File: config.mk
export PLATFORM = sky130hd
export DESIGN_NAME = gf2m_digit_mul
export DESIGN_NICKNAME = d
export VERILOG_FILES = /design/src/rtl/gf2m_pkg.sv /design/src/rtl/gf2m_digit_step.sv /design/src/rtl/gf2m_digit_mul.sv
export SDC_FILE = /design/constraint.sdc
export NUM_CORES = 1
export LEC_CHECK = 0
export BUFFER_PORTS_ARGS = -buffer_cell sky130_fd_sc_hd__buf_2
export CAP_MARGIN = 10
export CORE_MARGIN = 4
export CORE_UTILIZATION = 51
export DETAILED_ROUTE_END_ITERATION = 8
export HOLD_SLACK_MARGIN = 0.12
export PLACE_DENSITY = 0.73
export SKIP_CTS_REPAIR_TIMING = 1
export SLEW_MARGIN = 0
export SYNTH_ARGS = -nofsm -noshare
export SYNTH_HDL_FRONTEND = slang
export SYNTH_SLANG_ARGS = --single-unit
File: constraint.sdc
create_clock -name clk -period 1.5 [get_ports clk]
set_input_delay 0.15 -clock clk [delete_from_list [all_inputs] [get_ports clk]]
set_output_delay 0.15 -clock clk [all_outputs]
set_load 0.03 [all_outputs]
File: src/rtl/gf2m_pkg.sv
// Shared constants for the GF(2^m) field-arithmetic units: default reduction
// polynomials, controller state encoding and digit-count helper.
package gf2m_pkg;

  localparam logic [15:0] POLY_16 = 16'h002B;
  localparam logic [31:0] POLY_32 = 32'h0000_008D;
  localparam logic [63:0] POLY_64 = 64'h0000_0000_0000_001B;

  typedef logic [1:0] state_t;

  localparam state_t ST_IDLE = 2'd0;
  localparam state_t ST_BUSY = 2'd1;
  localparam state_t ST_DONE = 2'd2;

  function automatic int n_digits(input int m, input int d);
    return (m + d - 1) / d;
  endfunction

endpackage

File: src/rtl/gf2m_digit_step.sv
// One MSB-first digit step: acc*x^D + a*digit, reduced modulo x^M + POLY.
module gf2m_digit_step
  import gf2m_pkg::*;
#(
  parameter int          M    = 16,
  parameter int          D    = 4,
  parameter logic [M-1:0] POLY = M'(POLY_16)
) (
  input  logic [M-1:0] acc,
  input  logic [M-1:0] a,
  input  logic [D-1:0] digit,
  output logic [M-1:0] acc_next
);

  localparam int          W   = M + D;
  localparam logic [W-1:0] RED = W'({1'b1, POLY});

  logic [W-1:0] a_ext_s;
  logic [W-1:0] prod_s;

  assign a_ext_s = W'(a);

  // Partial product then fold every bit above degree M-1 back, top bit first.
  always_comb begin
    prod_s = {acc, {D{1'b0}}};
    for (int j = 0; j < D; j++) begin
      prod_s = prod_s ^ ({W{digit[j]}} & (a_ext_s << j));
    end
    for (int i = W - 1; i >= M; i--) begin
      prod_s = prod_s ^ ({W{prod_s[i]}} & (RED << (i - M)));
    end
    acc_next = prod_s[M-1:0];
  end

endmodule

File: src/rtl/gf2m_digit_mul.sv
// Digit-serial GF(2^M) multiplier with valid/ready handshake on both sides;
// one D-bit digit of b is consumed per BUSY cycle, most significant first.
module gf2m_digit_mul
  import gf2m_pkg::*;
#(
  parameter int           M    = 16,
  parameter int           D    = 4,
  parameter logic [M-1:0] POLY = M'(POLY_16)
) (
  input  logic         clk,
  input  logic         rst,
  input  logic         in_valid,
  output logic         in_ready,
  input  logic [M-1:0] a,
  input  logic [M-1:0] b,
  output logic         out_valid,
  input  logic         out_ready,
  output logic [M-1:0] p
);

  localparam int N  = n_digits(M, D);
  localparam int BW = N * D;
  localparam int CW = (N > 1) ? $clog2(N) : 1;

  state_t         state_q, state_d;
  logic [CW-1:0]  cnt_q, cnt_d;
  logic [M-1:0]   a_q, a_d;
  logic [BW-1:0]  b_q, b_d;
  logic [M-1:0]   acc_q, acc_d;
  logic [M-1:0]   p_q, p_d;
  logic           in_ready_q, in_ready_d;
  logic           out_valid_q, out_valid_d;
  logic [M-1:0]   step_s;

  gf2m_digit_step #(.M(M), .D(D), .POLY(POLY)) u_step (
    .acc      (acc_q),
    .a        (a_q),
    .digit    (b_q[BW-1 -: D]),
    .acc_next (step_s)
  );

  // b is shifted left each step so the current digit is always the top D bits.
  always_comb begin
    state_d = state_q;
    cnt_d   = cnt_q;
    a_d     = a_q;
    b_d     = b_q;
    acc_d   = acc_q;
    p_d     = p_q;
    case (state_q)
      ST_IDLE: begin
        if (in_valid && in_ready_q) begin
          a_d     = a;
          b_d     = BW'(b);
          acc_d   = {M{1'b0}};
          cnt_d   = CW'(N - 1);
          state_d = ST_BUSY;
        end else begin
          state_d = ST_IDLE;
        end
      end
      ST_BUSY: begin
        acc_d = step_s;
        b_d   = b_q << D;
        if (cnt_q == {CW{1'b0}}) begin
          p_d     = step_s;
          state_d = ST_DONE;
        end else begin
          cnt_d   = cnt_q - CW'(1);
          state_d = ST_BUSY;
        end
      end
      ST_DONE: begin
        if (out_ready && out_valid_q) begin
          state_d = ST_IDLE;
        end else begin
          state_d = ST_DONE;
        end
      end
      default: begin
        state_d = ST_IDLE;
      end
    endcase
    in_ready_d  = (state_d == ST_IDLE);
    out_valid_d = (state_d == ST_DONE);
  end

  // State, datapath and handshake flags; reset discards any operation in flight.
  always_ff @(posedge clk) begin
    if (rst) begin
      state_q     <= ST_IDLE;
      cnt_q       <= {CW{1'b0}};
      a_q         <= {M{1'b0}};
      b_q         <= {BW{1'b0}};
      acc_q       <= {M{1'b0}};
      p_q         <= {M{1'b0}};
      in_ready_q  <= 1'b0;
      out_valid_q <= 1'b0;
    end else begin
      state_q     <= state_d;
      cnt_q       <= cnt_d;
      a_q         <= a_d;
      b_q         <= b_d;
      acc_q       <= acc_d;
      p_q         <= p_d;
      in_ready_q  <= in_ready_d;
      out_valid_q <= out_valid_d;
    end
  end

  assign in_ready  = in_ready_q;
  assign out_valid = out_valid_q;
  assign p         = p_q;

endmodule

== Yosys cells after proc, flatten, opt, wreduce, memory -nomap -nowiden ==
Index checks and enable logic that the tools add are counted.

* Register bits after elaboration: 70
* Input port bits: 36
* Output and inout port bits: 18
* Word-level logic and storage cells: 47

* $add $sub $neg: 1
* Equal/unequal tests: 5
* Multiplexer cells: 11
* Bitwise operators: 12
* Reductions and logical operators: 10

{| class="wikitable"
|+ Operators with widths
! cell !! number
|-
| $xor 20x20->20 || 4
|-
| $pmux 16 s2 || 2
|-
| $mux 16 || 2
|-
| $and 20x16->20 || 1
|-
| $and 20x17->20 || 1
|-
| $and 20x18->20 || 1
|-
| $and 20x19->20 || 1
|-
| $xor 19x9->19 || 1
|-
| $xor 18x8->18 || 1
|-
| $xor 17x7->17 || 1
|-
| $xor 16x6->16 || 1
|-
| $mux 2 || 4
|-
| $logic_not 2->1 || 3
|-
| $pmux 2 s3 || 1
|-
| $reduce_and 2->1 || 3
|-
| $eq 2x2->1 const B || 2
|-
| $ne 2x2->1 const B || 2
|-
| $pmux 2 s2 || 1
|-
| $reduce_and 3->1 || 1
|-
| $eq 2x1->1 const B || 1
|-
| $logic_and 1x1->1 || 2
|-
| $reduce_bool 2->1 || 1
|-
| $sub 2x1->2 const B || 1
|-
| $mux 1 || 1
|}

== Logic depth before layout (Yosys ltp) ==
* Depth after elaboration: 10
* Mapped depth: 7
* Depth with buffers taken out: 5

== Modules after synthesis ==
A second synthesis with hierarchy kept.

* Cells, all modules: 412
* Area total of the unflattened synthesis: 3570.9 sq um

{| class="wikitable"
|+ By module, submodules not included
! module !! times used !! cells each !! area each (sq um)
|-
| gf2m_digit_mul || 1 || 273 || 2556.2
|-
| gf2m_digit_step || 1 || 139 || 1014.7
|}

== Worst setup path before layout ==
Ideal clock, no wire load.

* Path kind: reg-to-reg
* Start point: register b_q[14]
* End point: register p_q[1] (netlist: p[1])
* Arrival time: 1.487 ns
* Setup slack: -0.108 ns
* Stages on the path, launching flop included: 7
* Clock period less this slack: 1.608 ns
* Cell sequence: dfxtp_1 buf_6 nand2_4 xnor3_2 xnor3_1 xnor2_1 o21ai_1

* Cells in the longest elaborated chain, start to end: 7

{| class="wikitable"
|+ Ends and longest elaborated chain
! item !! line !! RTL
|-
| start: declaration || gf2m_digit_mul.sv:28 || <nowiki>logic [BW-1:0] b_q, b_d;</nowiki>
|-
| start signal: assignment || gf2m_digit_mul.sv:94 || <nowiki>b_q <= {BW{1'b0}};</nowiki>
|-
| $and 20x18->20 || gf2m_digit_step.sv:27 || <nowiki>prod_s = prod_s ^ ({W{digit[j]}} & (a_ext_s << j));</nowiki>
|-
| $xor 20x20->20 (2 in series) || gf2m_digit_step.sv:27 ||
|-
| $xor 19x9->19 || gf2m_digit_step.sv:30 || <nowiki>prod_s = prod_s ^ ({W{prod_s[i]}} & (RED << (i - M)));</nowiki>
|-
| $xor 18x8->18 || gf2m_digit_step.sv:30 ||
|-
| $xor 17x7->17 || gf2m_digit_step.sv:30 ||
|-
| $xor 16x6->16 || gf2m_digit_step.sv:30 ||
|-
| end signal: assignment || gf2m_digit_mul.sv:96 || <nowiki>p_q <= {M{1'b0}};</nowiki>
|-
| end signal: assignment || gf2m_digit_mul.sv:105 || <nowiki>p_q <= p_d;</nowiki>
|-
| end: declaration || gf2m_digit_mul.sv:30 || <nowiki>logic [M-1:0] p_q, p_d;</nowiki>
|}

Every way passes these cells.
A chain may end at the register's enable or synchronous reset.

== Worst setup path after layout ==
* Start point: register b_q[13]
* End point: register p_q[1] (netlist: p[1])

* Cells in the longest elaborated chain, start to end: 8

{| class="wikitable"
|+ Ends and longest elaborated chain
! item !! line
|-
| $and 20x17->20 || gf2m_digit_step.sv:27
|-
| $xor 20x20->20 (3 in series) || gf2m_digit_step.sv:27
|-
| $xor 19x9->19 || gf2m_digit_step.sv:30
|-
| $xor 18x8->18 || gf2m_digit_step.sv:30
|-
| $xor 17x7->17 || gf2m_digit_step.sv:30
|-
| $xor 16x6->16 || gf2m_digit_step.sv:30
|}

Every way passes these cells.

==> results.yml <==
sta:
  setup_ws_ns: -0.172
  achievable-frequency_mhz: 598
  finalSetupViolCount: 23
  rsz0062_at_grt: "yes"
  final_hold_viol_count: 0
  slew_violations: 0
  maxSlewHeadroom_pct: 60.6
  min_period_ns: 1.67
  timing.final.crit_share_pct: 111
  worst_clock_skew_ns: 0.0102
  tightestPinTransition_ns: 0.592
critical_path:
  worstSetupEndpointType: "register"
  timing_worst_setup_path_type: "reg2reg"
  worst_path_largest_cell_delay_ns: 0.48
  critPathRequiredTime_ns: 1.75
  critical-path-slowest-cell: "sky130_fd_sc_hd__xnor3_1"
  cp_launch_type: "register"
  path_cells: "buf_12 > nand2_2 > xor2_4 > xnor3_1 > xnor2_2 > o21ai_1"
  arrival_time_at_the_worst_endpoint_ns: 1.93
  kind_of_cell_adding_the_most_delay_to_the_critical_path: "XOR/XNOR gates"
  critPathBufInv: 1
  crit_fanout: 13
synthesis:
  postSynth.topFlopCell: "sky130_fd_sc_hd__dfxtp_1"
  adder_cell_share_of_the_synthesized_area_pct: 0.346
  yosysWarningCount: 0
  muxShareOfSynthArea_pct: 0
  mappedNetlistNets: 478
  synth_sequential_area_ratio_pct: 38.8
  synth_top_cells_by_area: "sky130_fd_sc_hd__dfxtp_1, sky130_fd_sc_hd__nand2_1, sky130_fd_sc_hd__xnor3_1, sky130_fd_sc_hd__a21oi_1, sky130_fd_sc_hd__xnor2_1"
  syn-mean-instance-area_um2: 8.19
  ys_ff_latch: 70
  combinational_family_with_the_most_area_after_synthesis: "simple AND/OR/NAND/NOR gates"
  synth_top_area_cell: "sky130_fd_sc_hd__dfxtp_1"
  xor_and_xnor_fraction_of_the_mapped_netlist_area_pct: 21.4
  syn_inst: 441
  syn-cell-area_um2: 3610
  synth_edf_count: 0
  yosys.area_share.simple_pct: 24.5
  yosys.cell_types.count: 30
  asyncSetResetFlopFracSynth_pct: 0
  synthDominantCellAreaShare_pct: 38.8
  area_fraction_in_compound_gates_after_synthesis_pct: 10.9
routing:
  route.antenna.remaining_nets: 0
  routed_via_density: 5.38
  drt-wirelength-per-cell_um: 16.5
  detail_route.iter0.violations: 304
  route.final.wire_length_mm: 10.7
  drc_violations: 0
  drt_first_pass_iters: 5
  number_of_vias_after_detailed_routing: 3478
outcome:
  result_of_the_run: "complete, but fails checks"
  violated_checks: "negative setup slack"
grt:
  grt_start_max_net_pins: 39
  grt_first_pass_wirelength_mm: 14.1
  grt_pass1_vias: 2984
  globalRoute.totalOverflow: 0
  antenna_found_initial: 0
  grt.total_usage_pct: 21.3
flow_run:
  drv.max_cap_violation_count: 0
place:
  place.detailed.hpwl_mm: 6.12
  numPortBuffers: 53
  place_worst_setup_slack_ns: -0.229
  place_congestion: 0.841
  dp.cells: 592
die:
  die-height_um: 92.2
  coreArea_um2: 6830
  die_span_x_um: 92.2
  io-pin-count: 54
  die_area_um2: 8500
  starting_density_of_the_core_pct: 52.9
  num_rows: 30
final_layout:
  total_nets_final: 582
  filler_cell_count: 474
  area.growth.synth_to_final_pct: 41.6
  post_route_cells_drive_above_1_share_pct: 31.6
  stdcell_count: 646
  diodes: 0
clocking:
  clkSlewWorstSetupHoldPaths_ns: 0.08
  cts.sinks: 70
  numCtsBuffers: 9
  htree_levels: 3
  clk_root_buffer_cell: "sky130_fd_sc_hd__clkbuf_8"
  cts_tree: "yes"
  cts-root-to-sink-buffers: 2
  clock_latency_ns: 0.37
power_and_ir_drop:
  powerDensity_nw_per_um2: 889
  leakage_nw: 2.25
  vdd_drop_max_uv: 641
worst_hold_path:
  min_path_type: "in2reg"
## final timing paths
check | end | slack, ns | depth (start not counted) | startpoint
setup / recovery | p[1] | -0.17 | 6 | b_q[13]
hold / removal | state_q[1] | 0.15 | 4 | out_ready
setup reg to reg | p[1] | -0.17 | 6 | b_q[13]
hold reg to reg | p[7] | 0.46 | 2 | p[7]
## cell usage in the layout (no fill, tap or decap), types with 8 or more instances in the layout
cell,count
sky130_fd_sc_hd__nand2_1,143
sky130_fd_sc_hd__buf_4,29
sky130_fd_sc_hd__clkbuf_8,9
sky130_fd_sc_hd__buf_2,53
sky130_fd_sc_hd__xnor2_2,17
sky130_fd_sc_hd__a21oi_2,8
sky130_fd_sc_hd__dlygate4sd3_1,32
sky130_fd_sc_hd__xnor3_1,12
sky130_fd_sc_hd__xor2_1,10
sky130_fd_sc_hd__dfxtp_1,58
sky130_fd_sc_hd__a311oi_1,12
sky130_fd_sc_hd__nor2_1,20
sky130_fd_sc_hd__a21oi_1,33
sky130_fd_sc_hd__o21ai_1,9
sky130_fd_sc_hd__nand3_1,15
## power by group
group / switching (W) / internal [W]
sequential: 0.000102 / 0.00196
combinational: 0.000483 / 0.000450
clock: 0.000782 / 0.000772
total: 0.00137 / 0.00318
## worst min-delay path, cell delays in order
cell                       delay, ns
sky130_fd_sc_hd__buf_2          0.07
sky130_fd_sc_hd__nand2_1        0.04
sky130_fd_sc_hd__nand3b_1       0.12
sky130_fd_sc_hd__a21oi_1        0.07
## sequential cells by signal (all words and copies together) (netlist names)
| name | count |
|---|---|
| a_q | 16 |
| acc_q | 16 |
| b_q | 16 |
| p | 16 |
| cnt_q | 2 |
| state_q | 2 |
| in_ready | 1 |
| out_valid | 1 |
## cells by family (layout without fill, tap and decap cells)
logic type,count (synthesis),in the layout
flip-flops,70,70
XOR/XNOR,56,56
buffers and inverters,35,144
AO/OA/AOI/OAI,68,68
adder cells (fa/ha/maj),1,1
AND/OR/NAND/NOR,211,211
## synth_stat cells (all sizes together), types with 6 or more instances
cell,number
a21oi,41
a311oi,12
buf,10
clkbuf,23
dfxtp,70
nand2,155
nand3,16
nand3b,6
nor2,20
o21ai,11
xnor2,21
xnor3,17
xor2,15
## layer usage
| layer | track usage [%] | wire [um] |
|---|---|---|
| met4 | 6.93 | 299 |
| met5 | 0 | 0 |
| met1 | 29.1 | 4560 |
| met2 | 32.5 | 5130 |
| met3 | 5.99 | 694 |
## area by class of cell
cell class,instances,area [um^2],share of cell area (%)
clock buffers,9,124,2.42
flip-flops and latches,70,1430,27.9
repair buffers,126,982,19.2
well taps,96,120,2.35
inverters,2,7.51,0.147
clock inverters,7,72.6,1.42
multi-input cells,336,2380,46.6
## stage by stage
stage | total power [W] | cell area [um^2] | hold WS (ns) | setup TNS, ns | utilization (%)
4_1_cts | 0.00436 | 4400 | 0.00962 | -3.94 | 64.4
2_1_floorplan | 0.00254 | 3650 | 0.278 | -0.0391 | -
6_report | 0.00455 | 5120 | 0.147 | -1.79 | 74.9
3_3_place_gp | 0.00281 | 4210 | 0.390 | -2.95 | 61.6
3_5_place_dp | 0.00282 | 4210 | 0.398 | -3.29 | 61.6
5_1_grt | 0.00472 | 5120 | 0.148 | -3.01 | 74.9
No activity file was read; power rests on OpenSTA's default activity.
